## src/rtl/com_event_scheduler.sv

```systemverilog
// Per-channel level-change detector with pending/overflow tracking and a
// round-robin arbiter that hands events to the host one at a time via valid/ready.
module com_event_scheduler #(
  parameter int NUM_SIGNALS = 16,
  parameter int IDX_WIDTH   = 4
) (
  input  logic                   clk,
  input  logic                   aclr,
  input  logic [NUM_SIGNALS-1:0] com_in,
  input  logic [NUM_SIGNALS-1:0] mask,
  input  logic                   evt_ready,
  input  logic                   ovf_clr,
  output logic                   evt_valid,
  output logic [IDX_WIDTH-1:0]   evt_idx,
  output logic                   evt_level,
  output logic                   pending_any,
  output logic [NUM_SIGNALS-1:0] ovf
);

  localparam logic [0:0] IDLE    = 1'b0;
  localparam logic [0:0] PRESENT = 1'b1;
  localparam logic [IDX_WIDTH-1:0] LAST_RST = IDX_WIDTH'(NUM_SIGNALS - 1);

  logic [0:0]             state_q, state_d;
  logic [NUM_SIGNALS-1:0] prev_q, prev_d;
  logic [NUM_SIGNALS-1:0] pending_q, pending_d;
  logic [NUM_SIGNALS-1:0] lvl_q, lvl_d;
  logic [NUM_SIGNALS-1:0] ovf_q, ovf_d;
  logic [IDX_WIDTH-1:0]   evt_idx_q, evt_idx_d;
  logic                   evt_level_q, evt_level_d;
  logic [IDX_WIDTH-1:0]   last_q, last_d;
  logic                   pending_any_q, pending_any_d;

  logic [NUM_SIGNALS-1:0] chg;
  logic [NUM_SIGNALS-1:0] grant_vec;
  logic [IDX_WIDTH-1:0]   sel;
  logic [IDX_WIDTH-1:0]   cand;
  logic                   found;
  logic                   grant;

  assign chg = (com_in ^ prev_q) & mask;

  // Walk downward so the candidate closest to last+1 is the one left in sel.
  always_comb begin
    sel   = '0;
    cand  = '0;
    found = 1'b0;
    for (int k = NUM_SIGNALS - 1; k >= 0; k--) begin
      cand = IDX_WIDTH'((int'(last_q) + 1 + k) % NUM_SIGNALS);
      if (pending_q[cand]) begin
        sel   = cand;
        found = 1'b1;
      end
    end
  end

  always_comb begin
    grant     = (state_q == IDLE) && found;
    grant_vec = '0;
    if (grant) grant_vec[sel] = 1'b1;

    prev_d        = com_in;
    pending_d     = (pending_q & ~grant_vec) | chg;
    lvl_d         = (lvl_q & ~chg) | (com_in & chg);
    ovf_d         = (ovf_clr ? '0 : ovf_q) | (chg & pending_q & ~grant_vec);
    pending_any_d = |pending_d;

    state_d     = state_q;
    evt_idx_d   = evt_idx_q;
    evt_level_d = evt_level_q;
    last_d      = last_q;
    case (state_q)
      IDLE: begin
        if (grant) begin
          evt_idx_d   = sel;
          evt_level_d = lvl_q[sel];
          state_d     = PRESENT;
        end
      end
      default: begin
        if (evt_ready) begin
          last_d  = evt_idx_q;
          state_d = IDLE;
        end
      end
    endcase
  end

  always_ff @(posedge clk or posedge aclr) begin
    if (aclr) begin
      state_q       <= IDLE;
      prev_q        <= '1;
      pending_q     <= '0;
      lvl_q         <= '1;
      ovf_q         <= '0;
      evt_idx_q     <= '0;
      evt_level_q   <= 1'b1;
      last_q        <= LAST_RST;
      pending_any_q <= 1'b0;
    end else begin
      state_q       <= state_d;
      prev_q        <= prev_d;
      pending_q     <= pending_d;
      lvl_q         <= lvl_d;
      ovf_q         <= ovf_d;
      evt_idx_q     <= evt_idx_d;
      evt_level_q   <= evt_level_d;
      last_q        <= last_d;
      pending_any_q <= pending_any_d;
    end
  end

  assign evt_valid   = (state_q == PRESENT);
  assign evt_idx     = evt_idx_q;
  assign evt_level   = evt_level_q;
  assign pending_any = pending_any_q;
  assign ovf         = ovf_q;

endmodule

```

## config.mk

```make
export PLATFORM = sky130hd
export DESIGN_NAME = com_event_scheduler
export DESIGN_NICKNAME = d
export VERILOG_FILES = /design/src/rtl/com_event_scheduler.sv
export SDC_FILE = /design/constraint.sdc
export NUM_CORES = 1
export LEC_CHECK = 0
export CAP_MARGIN = 20
export CORE_AREA = 5 5 110 112
export CTS_BUF_LIST = sky130_fd_sc_hd__clkbuf_8
export CTS_CLUSTER_SIZE = 28
export DETAILED_ROUTE_END_ITERATION = 6
export DIE_AREA = 0 0 115 117
export GPL_ROUTABILITY_DRIVEN = 0
export PLACE_DENSITY = 0.71
export SYNTH_ARGS = -nofsm -noshare
export SYNTH_HDL_FRONTEND = slang
export SYNTH_SLANG_ARGS = --single-unit
```

## constraint.sdc

```tcl
create_clock -name clk -period 6.4 [get_ports clk]
set_input_delay 1.28 -clock clk [delete_from_list [all_inputs] [get_ports clk]]
set_output_delay 1.28 -clock clk [all_outputs]
set_load 0.02 [all_outputs]
```

# == Word-level counts from Yosys, hierarchy flattened ==
# Index checks and enable logic that the tools add are counted.
# classes
n_bitwise,13
reduce_logical,5
n_addsub,16
mux,73
order_cmp,18
# ops
op,n
$and A16 B16 Y16,6
$lt A4 B5 Y1 const B,17
$bmux W1 S4,17
$mux W4,16
$or A16 B16 Y16,3
$mux W1,37
$add A4 B4 Y4 const B,8
$mux W16,2
$not A16 Y16,2
$add A4 B3 Y4 const B,4
$reduce_or A16 Y1,1
$xor A16 B16 Y16,1
$add A4 B1 Y4 const B,2
$add A4 B2 Y4 const B,2
$demux W1 S4,1
$ge A4 B1 Y1 const B,1
$reduce_and A2 Y1,2
$logic_and A1 B1 Y1,2
$not A1 Y1,1
# totals
regBits,75
word_cells,134
out_inout_bits,23

# == Depth between registers and ports, before layout ==
# Gate-level depths: netlist of run 1.
# depth
word_depth,29
mapped_depth,23
ltp_nobuf,17

# == Worst setup path after synthesis of run 1 ==
# Ideal clock, no wire load.
# synth_timing
kind,register to register
startpoint,register last_q[0]
endpoint,"register pending_any_q, in the netlist pending_any"
arrival_ns,5.293
n_path_buf,6
setup_slack_ns,0.967
required_time_ns,6.260
stages_incl_launch_ff,24
synth_period_minus_slack_ns,5.433
cell_sequence,dfstp_2 buf_6 buf_6 buf_6 clkinv_1 ha_1 buf_2 buf_2 clkbuf_1 inv_1 ha_1 nand3b_1 a31oi_1 xnor2_1 mux2_2 o21ai_0 o21a_1 a31oi_1 a21oi_2 nand2b_1 o21ai_1 nand4_1 nor4_1 nand4_1
# synth_between
elab_chain_len,29
# synth_rtl
element,line,source
from (decl),31,"logic [IDX_WIDTH-1:0] last_q, last_d;"
from (signal assigned),108,last_q <= last_d;
$add A4 B1 Y4 *,49,cand = IDX_WIDTH'((int'(last_q) + 1 + k) % NUM_SIGNALS);
$add A4 B1 Y4,49,
$bmux W1 S4,50,if (pending_q[cand]) begin
$mux W1 (implied by the code),50,
$mux W4 (16 in series),50,
$lt A4 B5 Y1 (implied by the code) / $ge A4 B1 Y1 (equally long branches),60,if (grant) grant_vec[sel] = 1'b1;
$logic_and A1 B1 Y1 (implied by the code),60,
$mux W1 (implied by the code),60,
$demux W1 S4,60,
$mux W16 *,60,
$not A16 Y16 *,63,pending_d = (pending_q & ~grant_vec) | chg;
$and A16 B16 Y16 *,63,
$or A16 B16 Y16 *,63,
$reduce_or A16 Y1 *,66,pending_any_d = |pending_d;
net pending_any_d,32,"logic pending_any_q, pending_any_d;"
to (signal assigned),109,pending_any_q <= pending_any_d;
to (decl),32,
# Mark *: on every way through the listed nets, which the timed path passes. The rest lies on a longest branch. The select of a mux whose other input is x is not followed.
# A chain may end at the register's enable or synchronous reset.

# == Worst setup path after layout of run 1 ==
# Ends and elaborated chain as after synthesis.

==> results of run 1 <==
## power breakdown
group | switching (mW) | total [mW] | leakage, nW | internal (mW)
Combinational | 1.66 | 2.76 | 1.54 | 1.10
Clock | 0.169 | 0.381 | 0.115 | 0.211
Sequential | 0.124 | 0.723 | 0.800 | 0.598
## cell usage in the layout (no fill, tap or decap), drive strengths merged, types with 3 or more instances in the layout
| cell type | count |
|---|---|
| a21oi | 37 |
| a31oi | 8 |
| and2 | 8 |
| and3 | 3 |
| buf | 4 |
| clkbuf | 12 |
| clkdlybuf4s50 | 58 |
| dfrtp | 38 |
| dfstp | 37 |
| ha | 7 |
| inv | 41 |
| mux2 | 21 |
| mux2i | 24 |
| mux4 | 20 |
| nand2 | 73 |
| nand2b | 11 |
| nand3 | 8 |
| nand4 | 7 |
| nor2 | 25 |
| nor2b | 5 |
| nor3 | 9 |
| nor3b | 3 |
| nor4 | 4 |
| o21a | 5 |
| o21ai | 59 |
| o221ai | 4 |
| o22ai | 20 |
| xnor2 | 9 |
| xor2 | 19 |
## worst min-delay path, delay by kind of cell (launching register included)
family	cells	cell delay, ns
flops	1	0.38
compound gates	2	0.14
## per-stage QoR
step	instance area [um2]	instances	setup WS (ns)
3_3_place_gp	6060	754	1.01
2_1_floorplan	5370	565	0.967
5_1_grt	6280	770	0.0825
6_report	6280	770	0.437
4_1_cts	6280	770	0.554
3_5_place_dp	6060	754	0.700
## area by class of cell
cell class	count	area [um2]	area share
Clock buffer	12	165	0.0263
Clock inverter	4	46.3	0.00738
Inverter	39	146	0.0233
Multi-Input combinational cell	435	3210	0.511
Sequential cell	75	1920	0.306
Tap cell	143	179	0.0285
Timing Repair Buffer	62	611	0.0973
## cell families (layout without fill, tap and decap cells)
kind of cell	after synthesis	in the layout
fa+ha+maj	7	7
xor+xnor	30	30
mux	65	65
compound gates	167	167
simple gates	166	166
buf+inv	55	117
flops	75	75
## final timing paths
path	startpoint	endpoint	slack (ns)	depth (start not counted)
worst max register to register	last_q[0]	pending_any	0.44	17
min in group asynchronous	aclr	ovf[9]	1.54	3
worst min register to register	flop	flop	0.52	2
worst min-delay path	flop	flop	0.52	2
max in group asynchronous	aclr	ovf[5]	4.30	3
worst max-delay path	last_q[0]	pending_any	0.44	17
## layer usage
metal  up-vias  global-route usage
li1       2196                   -
met1      2354               0.279
met2       253               0.374
met3        59              0.0442
met4         0               0.120
met5         -                   0
==> flow_summary.toml, run 1 <==
[logic_synthesis]
synth_edf_count = 0
synth_cell_types = 77
yosys_warnings = 0
yosysTopAreaCellShare = 0.181
synth_flop_cell = "dfrtp_1"
synth_top_area_cell = "dfstp_2"
synthesis.nets = 608
yosysSeqAreaShare = 0.358
syn_inst = 565
synth-compound-area-share = 0.199
synthTopCellsByCount = "nand2_1, o21ai_0, dfrtp_1, dfstp_2, inv_1"
synth_adder_area_share = 0.0163
synth_top_family_by_area = "compound AO/OA/AOI/OAI gates"
synth.cell_area_mm2 = 0.00537
synth-simple-area-share = 0.149
synth.ff_latch_count = 75
syn_area_per_cell_um2 = 9.50
synth_most_common_cell = "nand2_1"
synth_mux_area_frac = 0.176
synthTopCellsByArea = "dfstp_2, dfrtp_1, mux4_2"
synth-xor-area-share = 0.0571
synth_async_sr_flop_share = 1.00

[cells_and_area]
nets = 665
final_layout_size_suffix_gt1_frac = 0.174
syn_to_final_growth_pct = 17.0
n_fill_cell = 966
diodes = 0
fin_util = 0.564

[timing]
final-hold-violation-count = 0
setup_tns_ns = 0
rsz0062_at_grt = "false"
maxSlewViolCount = 0
fin_worst_skew_ns = 0.00817
period_needed_ns = 5.96
period_share = 0.932
tightest_slew_ns = 0.902
max_freq_mhz = 168
whs_ns = 0.517
relSlewSlack = 0.398
setup_violations = 0

[die]
initial_core_util = 0.482
placementRows = 39
ios = 59
fp.dieW_um = 115
die-area_mm2 = 0.0135
coreArea_mm2 = 0.0111
die_h_um = 117

[run_status]
outcome = "finished, final reports clean"

[setup_path]
crit_chain = "buf_4 -> ha_1 -> xnor2_2 -> inv_2 -> ha_1 -> nand3b_1 -> a31oi_1 -> xnor2_1 -> mux4_2 -> nor4_1 -> a31oi_1 -> a21oi_2 -> nand2_1 -> o21ai_1 -> nand4_1 -> nor4_1 -> nand4_1"
crit_type = "flop to flop"
cp_num_buf_inv = 2
end_kind = "flop"
path_delay_family = "simple AND/OR/NAND/NOR gates"
slowest_stage = "dfstp_2"
required_ns = 6.61
startpoint_type = "flop"
crit_fanout = 36
critical_path.max_stage_delay_ns = 0.53
cp.arrival_ns = 6.17

[routing]
wire_per_inst_um = 19.3
routed_wl_um = 14900
met2_length_um = 7310
ant_nets = 0
first_pass_iters = 5
wl_met1_um = 5860
drt-vias-per-instance = 6.31
drc = 0
top_layer = "met4"
met3_length_um = 1050
vias = 4862
drt_iter0_drc = 361

[clock_network]
clockBufferDepth = 2
hold_buffers = 0
ctsHtreeMaxLevel = 3
cts_num_sinks = 75
cts_tree = "built"
clkTransAtPathRegs_ns = 0.08
insertion_delay_ns = 0.35
post_cts_buffers = 0
cts-buffers-inserted = 9
post_cts.resized_instances = 0
cts-root-buf = "clkbuf_8"

[global_routing]
grt_overflow = 0
grtUsageTotal = 0.225
antenna_found_initial = 0
grt_pass1_vias = 4840
grt_first_pass_wirelength_um = 23900
grt_max_degree = 76

[power_and_ir_drop]
ir_drop_uv = 461
leakage_nw = 2.45
total_power_mw = 3.86
powerDensity_mw_per_mm2 = 616

[place]
dp_hpwl_um = 11300
io_buffer_count = 58

[min_path]
hold_class = "flop to flop"

[flow_run]
drv_cap = 0
Power figures use the tool's default switching activity.
==> run 2: changes to the inputs <==
==> constraint.sdc (replaced) <==
create_clock -name clk -period 6.4 [get_ports clk]
set_input_delay 0.64 -clock clk [delete_from_list [all_inputs] [get_ports clk]]
set_output_delay 0.64 -clock clk [all_outputs]
set_load 0.02 [all_outputs]
==> results of run 2 <==
Same layout as run 1 (identical final DEF). Status: finished, final reports clean.
